## src/rtl/div_unit_if.sv

```systemverilog
// EX-stage division request/response bundle: EX drives the master side,
// the iterative divider answers on the slave side.
interface div_unit_if #(
   parameter int WIDTH = 32
);
   logic                   signed_div_i;
   logic [WIDTH-1:0]       opdata1_i;
   logic [WIDTH-1:0]       opdata2_i;
   logic                   start_i;
   logic                   annul_i;
   logic [2*WIDTH-1:0]     result_o;
   logic                   ready_o;

   modport master (
      output signed_div_i, opdata1_i, opdata2_i, start_i, annul_i,
      input  result_o, ready_o
   );

   modport slave (
      input  signed_div_i, opdata1_i, opdata2_i, start_i, annul_i,
      output result_o, ready_o
   );
endinterface

```

## src/rtl/div_unit.sv

```systemverilog
// Iterative radix-2 restoring divider producing {remainder, quotient} for DIV/DIVU.
// Optional macro DIV_EARLY_OUT_EN: finish at the start edge when |dividend| < |divisor|.
module div_unit #(
   parameter int WIDTH = 32,
   parameter int CNT_W = 6
) (
   input logic       clk,
   input logic       rst,
   div_unit_if.slave div_if
);

   typedef enum logic [1:0] {FREE, BYZERO, ON, END} state_t;

   state_t               state_q;
   logic [CNT_W-1:0]     cnt_q;
   logic [2*WIDTH-1:0]   part_q;
   logic [WIDTH-1:0]     dvs_q;
   logic                 sgn_q;
   logic                 a_neg_q;
   logic                 b_neg_q;
   logic [2*WIDTH-1:0]   result_q;
   logic                 ready_q;

   logic [2*WIDTH:0]     shift_d;
   logic                 ge_d;
   logic [WIDTH-1:0]     diff_d;
   logic [2*WIDTH-1:0]   part_d;
   logic [WIDTH-1:0]     mag_a_d;
   logic [WIDTH-1:0]     mag_b_d;

   function automatic logic [WIDTH-1:0] magnitude(input logic [WIDTH-1:0] v, input logic en);
      logic signed [WIDTH-1:0] vs;
      vs = signed'(v);
      return (en && vs < 0) ? unsigned'(-vs) : v;
   endfunction

   function automatic logic [WIDTH-1:0] apply_sign(input logic [WIDTH-1:0] v, input logic neg);
      return neg ? (~v + 1'b1) : v;
   endfunction

   assign mag_a_d = magnitude(div_if.opdata1_i, div_if.signed_div_i);
   assign mag_b_d = magnitude(div_if.opdata2_i, div_if.signed_div_i);

   // One restoring step: the remainder is always below the divisor, so when the
   // trial succeeds the difference fits in WIDTH bits and the extra top bit only
   // matters for the comparison.
   always_comb begin
      shift_d = {part_q, 1'b0};
      ge_d    = shift_d[2*WIDTH:WIDTH] >= {1'b0, dvs_q};
      diff_d  = shift_d[2*WIDTH-1:WIDTH] - dvs_q;
      part_d  = shift_d[2*WIDTH-1:0];
      if (ge_d) begin
         part_d = {diff_d, shift_d[WIDTH-1:1], 1'b1};
      end
   end

   always_ff @(posedge clk) begin
      if (rst) begin
         state_q  <= FREE;
         cnt_q    <= '0;
         part_q   <= '0;
         dvs_q    <= '0;
         sgn_q    <= 1'b0;
         a_neg_q  <= 1'b0;
         b_neg_q  <= 1'b0;
         result_q <= '0;
         ready_q  <= 1'b0;
      end else if (div_if.annul_i) begin
         state_q  <= FREE;
         cnt_q    <= '0;
         result_q <= '0;
         ready_q  <= 1'b0;
      end else begin
         case (state_q)
            FREE: begin
               result_q <= '0;
               ready_q  <= 1'b0;
               if (div_if.start_i) begin
                  if (div_if.opdata2_i == '0) begin
                     state_q <= BYZERO;
`ifdef DIV_EARLY_OUT_EN
                  end else if (mag_a_d < mag_b_d) begin
                     result_q <= {div_if.opdata1_i, {WIDTH{1'b0}}};
                     ready_q  <= 1'b1;
                     state_q  <= END;
`endif
                  end else begin
                     part_q  <= {{WIDTH{1'b0}}, mag_a_d};
                     dvs_q   <= mag_b_d;
                     sgn_q   <= div_if.signed_div_i;
                     a_neg_q <= div_if.opdata1_i[WIDTH-1];
                     b_neg_q <= div_if.opdata2_i[WIDTH-1];
                     cnt_q   <= '0;
                     state_q <= ON;
                  end
               end
            end
            BYZERO: begin
               result_q <= '0;
               ready_q  <= 1'b1;
               state_q  <= END;
            end
            ON: begin
               if (cnt_q == CNT_W'(WIDTH)) begin
                  // Remainder follows the dividend sign, quotient the sign product.
                  result_q <= {apply_sign(part_q[2*WIDTH-1:WIDTH], sgn_q & a_neg_q),
                               apply_sign(part_q[WIDTH-1:0], sgn_q & (a_neg_q ^ b_neg_q))};
                  ready_q  <= 1'b1;
                  state_q  <= END;
               end else begin
                  part_q <= part_d;
                  cnt_q  <= cnt_q + 1'b1;
               end
            end
            END: begin
               if (!div_if.start_i) begin
                  result_q <= '0;
                  ready_q  <= 1'b0;
                  state_q  <= FREE;
               end
            end
            default: state_q <= FREE;
         endcase
      end
   end

   assign div_if.result_o = result_q;
   assign div_if.ready_o  = ready_q;

endmodule

```

## src/flat_wrapper.sv

```systemverilog
// flat-port wrapper written by rule: the top's interface ports become plain ports
module div_unit_flat 
#(
   parameter int WIDTH = 32,
   parameter int CNT_W = 6
)
  (clk, rst, div_if_signed_div_i, div_if_opdata1_i, div_if_opdata2_i, div_if_start_i, div_if_annul_i, div_if_result_o, div_if_ready_o);
  div_unit_if #(.WIDTH(WIDTH)) div_if_i ();
  input logic clk;
  input logic rst;
  input wire logic [$bits(div_if_i.signed_div_i)-1:0] div_if_signed_div_i;
  input wire logic [$bits(div_if_i.opdata1_i)-1:0] div_if_opdata1_i;
  input wire logic [$bits(div_if_i.opdata2_i)-1:0] div_if_opdata2_i;
  input wire logic [$bits(div_if_i.start_i)-1:0] div_if_start_i;
  input wire logic [$bits(div_if_i.annul_i)-1:0] div_if_annul_i;
  output wire logic [$bits(div_if_i.result_o)-1:0] div_if_result_o;
  output wire logic [$bits(div_if_i.ready_o)-1:0] div_if_ready_o;
  assign div_if_i.signed_div_i = div_if_signed_div_i;
  assign div_if_i.opdata1_i = div_if_opdata1_i;
  assign div_if_i.opdata2_i = div_if_opdata2_i;
  assign div_if_i.start_i = div_if_start_i;
  assign div_if_i.annul_i = div_if_annul_i;
  assign div_if_result_o = div_if_i.result_o;
  assign div_if_ready_o = div_if_i.ready_o;
  div_unit #(.WIDTH(WIDTH), .CNT_W(CNT_W)) u_core (.clk(clk), .rst(rst), .div_if(div_if_i));
endmodule
```

## config.mk

```make
export PLATFORM = sky130hd
export DESIGN_NAME = div_unit_flat
export DESIGN_NICKNAME = d
export VERILOG_FILES = /design/src/rtl/div_unit_if.sv /design/src/rtl/div_unit.sv /design/src/flat_wrapper.sv
export SDC_FILE = /design/constraint.sdc
export NUM_CORES = 1
export LEC_CHECK = 0
export ABC_AREA = 0
export CAP_MARGIN = 5
export CELL_PAD_IN_SITES_DETAIL_PLACEMENT = 0
export CELL_PAD_IN_SITES_GLOBAL_PLACEMENT = 1
export CORE_AREA = 3 3 170 172
export CTS_CLUSTER_DIAMETER = 60
export DETAILED_ROUTE_END_ITERATION = 10
export DIE_AREA = 0 0 173 175
export PLACE_DENSITY_LB_ADDON = 0.1
export SLEW_MARGIN = 5
export SYNTH_ARGS = -nofsm -noshare
export SYNTH_HDL_FRONTEND = slang
export SYNTH_SLANG_ARGS = --single-unit
```

## constraint.sdc

```tcl
create_clock -name clk -period 3.6 [get_ports clk]
set_clock_uncertainty 0.2 [all_clocks]
set_input_delay 0.36 -clock clk [delete_from_list [all_inputs] [get_ports clk]]
set_output_delay 0.36 -clock clk [all_outputs]
set_load 0.02 [all_outputs]
```

; ---- Yosys cells after proc, flatten, opt, wreduce, memory -nomap -nowiden
; Cells that the tools add are included.
[word_totals]
register_bits = 172
[classes]
reduce_logical = 12
eq_ne = 9
addsub = 6
n_mux = 24
magnitude_cmp = 3
n_bitwise = 7
[ops]
columns = operator, count
row1 = 64-bit two-way mux, 6
row2 = 64-bit one-hot mux with 3 select lines, 1
row3 = 32-bit two-way mux, 4
row4 = 64-bit one-hot mux with 2 select lines, 1
row5 = 32-bit by 1-bit adder with 32-bit output (second input constant), 2
row6 = 32-bit by 1-bit < comparator with 1-bit output (second input constant), 2
row7 = 32-bit negator, 2
row8 = 32-bit NOT, 2
row9 = 33-bit by 32-bit >= comparator with 1-bit output, 1
row10 = 32-bit logical NOT, 1
row11 = 32-bit subtractor, 1
row12 = 6-bit two-way mux, 3
row13 = 6-bit one-hot mux with 2 select lines, 1
row14 = 2-bit two-way mux, 4
row15 = 2-bit inequality test (second input constant), 4
row16 = 2-bit one-hot mux with 4 select lines, 1
row17 = 4-bit AND reduction, 2
row18 = 6-bit by 1-bit adder with 6-bit output (second input constant), 1
row19 = 6-bit equality test (second input constant), 1
row20 = 5-bit AND reduction, 1
row21 = 2-bit equality test (second input constant), 2
row22 = 1-bit one-hot mux with 4 select lines, 1
row23 = 2-bit OR reduction, 2
row24 = 3-bit AND reduction, 1
row25 = 10 further kinds, 14

; ---- Depth between registers and ports, before layout
[depth]
word_depth = 6
depth_mapped = 12
mapped_depth_nobuf = 12

; ---- Least setup slack after synthesis
; No wires, ideal clock.
[synth_timing]
path_type = register to register
start = register u_core.part_q[31]
end = register u_core.part_q[62]
setup_slack_ns = 0.687
t_arrival_ns = 2.591
required_ns = 3.278
setup_time_ns = 0.122
path_stages_with_launch = 13
path_cell_list = dfxtp_1 -> inv_1 -> ha_1 -> inv_1 -> fa_1 -> a21o_1 -> a221oi_1 -> nand4b_1 -> nand4_1 -> a41o_1 -> a21oi_1 -> mux2i_1 -> a221o_1
[synth_via]
elab_chain_cells = 4
word_cells_on_any_way = 5
classes_between = add/sub: 1 / order compare: 1 / mux: 3
[synth_lines]
columns = element, line
row1 = start: declaration, div_unit.sv:16  ; logic [2*WIDTH-1:0] part_q;
row2 = start signal: assignment, div_unit.sv:88  ; part_q <= {{WIDTH{1'b0}}, mag_a_d};
row3 = start signal: assignment, div_unit.sv:111  ; part_q <= part_d;
row4 = 32-bit subtractor or 33-bit by 32-bit >= comparator with 1-bit output (tied branches), "div_unit.sv:50, div_unit.sv:49"
row5 = 64-bit two-way mux (*), div_unit.sv:52  ; if (ge_d) begin
row6 = 64-bit two-way mux (*), div_unit.sv:104  ; if (cnt_q == CNT_W'(WIDTH)) begin
row7 = 64-bit one-hot mux with 2 select lines (*), div_unit.sv:74  ; case (state_q)
; Mark *: on every way between the ends. The rest lies on a longest branch, timed or not. The select of a mux whose other input is x is not followed.
; A chain may end at the register's enable or synchronous reset.

; ---- Final worst setup path
[layout_timing]
start = register u_core.part_q[31]
end = register u_core.part_q[52]
; Same word-level chain as after synthesis.

==> impl_metrics.ini <==
[status]
status = finished clean

[cells_and_area]
n_antenna_cell = 0
postLayoutCoreUtil_pct = 49.1
drive_above_1_share_pct = 8.06
syn2layout_area_growth_pct = 23.8
fin_area_sq_mm = 0.0136
nets = 1687

[synthesis]
synth-edff-count = 0
ys_types = 71
synth-main-ff-cell = dfxtp_1
synth_nets = 1553
netlist_area_sq_mm = 0.0110
synth.largest_area_cell = dfxtp_1
synth_warnings = 0
netlist.area_leader.share_pct = 31.4
ys_seq_area_share_pct = 31.4
syn_area_per_cell_sq_um = 7.61
syn_inst = 1441
async_flop_share_pct = 0
synth_area_leaders = dfxtp_1 31%, nand2_1 7.1%, xnor2_1 6.6%, o21ai_0 6.2%, xor2_1 5.6%
ys_seq_elements = 172

[clocking]
cts_root_buffer = clkbuf_16
cts_buffer_depth = 2
path_clk_slew_ns = 0.08
hold_buffers = 0
cts_max_level = 4
numCtsBuffers = 17
numClockSinks = 172
clk_latency_ns = 0.45
cts_resized = 0
cts_tree = built
post-cts-setup-buffers = 0

[placement]
portBuffers = 133
dpl_cell_area_sq_mm = 0.0130
place_congestion = 0.895
dp_slack_ns = 0.171
dp_hpwl_um = 26100

[timing]
hold_viol_final = 0
period_minus_slack_ns = 3.29
slew_viol_final = 0
setup_violations = 0
max_slew_margin_pct = 34.2
setup_tns_ns = 0
layout_setup_ws_ns = 0.308
tightest_slew_ns = 0.983
fin_hold_ws_ns = 0.209
clock.fmax_mhz = 304
finalCritPeriodShare_pct = 91.5
rsz0062_at_grt = no

[setup_path]
cp_max_fo = 4
cp_data_required_time_ns = 3.73
arrival_ns = 3.42
critPathKind = register to register
worstSetupEndpointType = register
cp-start-kind = register

[drt]
drc = 0
dr.pass1.iters = 5
vias = 10400
vias_per_cell = 5.31
ant_nets = 0
wirelength_um = 33600
drt_iter0_drc = 785
wl_per_cell_um = 17.1

[global_route]
grt_max_degree = 71
grt_pass1_vias = 9495
antenna_found_initial = 0
grt_pass1_wl_um = 53500
grt_overflow_total = 0
grt_use_total_pct = 21.7

[power_and_ir_drop]
vdd_drop_max_mv = 0.196
powerDensity_mw_per_mm2 = 366
p_leak_nw = 5.17

[worst_hold_path]
min-delay-path-class = primary input to register

[die]
die_w_um = 173
die_area_sq_mm = 0.0303
die_h_um = 175
num_rows = 61
io_pins = 134
initial_utilization_pct = 39.7
core_sq_mm = 0.0276

[job]
maxCapViolCount = 0
cell usage in the layout (no fill, tap or decap), drive strengths merged, types with 70 or more instances in the layout:
master | netlist | layout
nand2 | 207 | 207
dfxtp | 172 | 172
o21ai | 142 | 142
nor2 | 141 | 141
clkdlybuf4s50 | 0 | 132
a21oi | 101 | 101
xnor2 | 83 | 83
xor2 | 70 | 70
buf | 18 | 70
inv | 62 | 70
routing by layer:
metal  GRT usage, %  wire [um]
met1           36.1      18800
met2           29.3      12800
met3           2.91       1740
met4           3.65        233
met5              0          0
cells in the mapped netlist (12+ instances only):
cell type,instances
a22oi_1,33
dfxtp_1,172
ha_1,42
nor4_1,13
nor3_1,23
a211oi_1,32
o31ai_1,20
a31oi_1,13
mux2i_1,24
a21oi_1,100
o21ai_0,135
xor2_1,70
buf_2,12
nand3_1,18
nor2_1,139
inv_1,62
nand2_1,207
xnor2_1,83
clkbuf_1,68
nand4_1,17
registers in the layout (all words and copies together) (netlist names):
register	count
u_core.part_q	64
u_core.state_q	2
u_core.a_neg_q	1
u_core.b_neg_q	1
u_core.div_if.result_o	64
u_core.sgn_q	1
u_core.div_if.ready_o	1
u_core.dvs_q	32
u_core.cnt_q	6
stage by stage:
step / total power [mW] / cells
floorplan: 2.73 / 1441
finish: 4.96 / 1966
detailed placement: 3.11 / 1934
global route: 5.18 / 1966
CTS: 4.97 / 1966
global placement: 3.10 / 1934
layout make-up:
type	instances	area, sq um
well taps	378	473
multi-input cells	1120	6950
flip-flops and latches	172	3440
clock buffers	18	439
repair buffers	202	1880
clock inverters	14	143
fillers	2850	14100
inverters	62	233
path summary, 6_finish.rpt:
kind	startpoint	endpoint	slack, ns	depth (start not counted)
setup reg to reg	u_core.part_q[31]	u_core.part_q[52]	0.31	13
setup / recovery	u_core.part_q[31]	u_core.part_q[52]	0.31	13
hold / removal	rst	u_core.dvs_q[22]	0.21	3
hold reg to reg	u_core.div_if.result_o[59]	u_core.div_if.result_o[59]	0.25	2
where the power goes:
group	leakage (nW)	switching, mW	internal (mW)	total [mW]
clock	0.282	0.936	0.945	1.88
combinational	3.49	0.627	0.424	1.05
sequential	1.39	0.0658	1.96	2.03
total	5.17	1.63	3.33	4.96
cell families (layout without fill, tap and decap cells):
kind of cell | count (synthesis) | in the layout | synth area share [%]
flops | 172 | 172 | 31.4
buf+inv | 149 | 296 | 5.44
fa+ha+maj | 43 | 43 | 4.98
simple gates | 489 | 489 | 20.4
compound gates | 410 | 410 | 23.3
xor+xnor | 153 | 153 | 12.2
mux | 25 | 25 | 2.29
worst max-delay path: stages (launching register included):
cell and delay, ns:
dfxtp_1 0.32, inv_1 0.10, ha_1 0.18, inv_1 0.05
fa_1 0.39, a21o_1 0.19, a221oi_1 0.35, buf_4 0.19
o21a_1 0.20, o31ai_1 0.15, a211o_1 0.31, xnor2_1 0.21
nor3_1 0.07, a221o_1 0.25
Note: power is estimated with default switching activity, not from simulation.
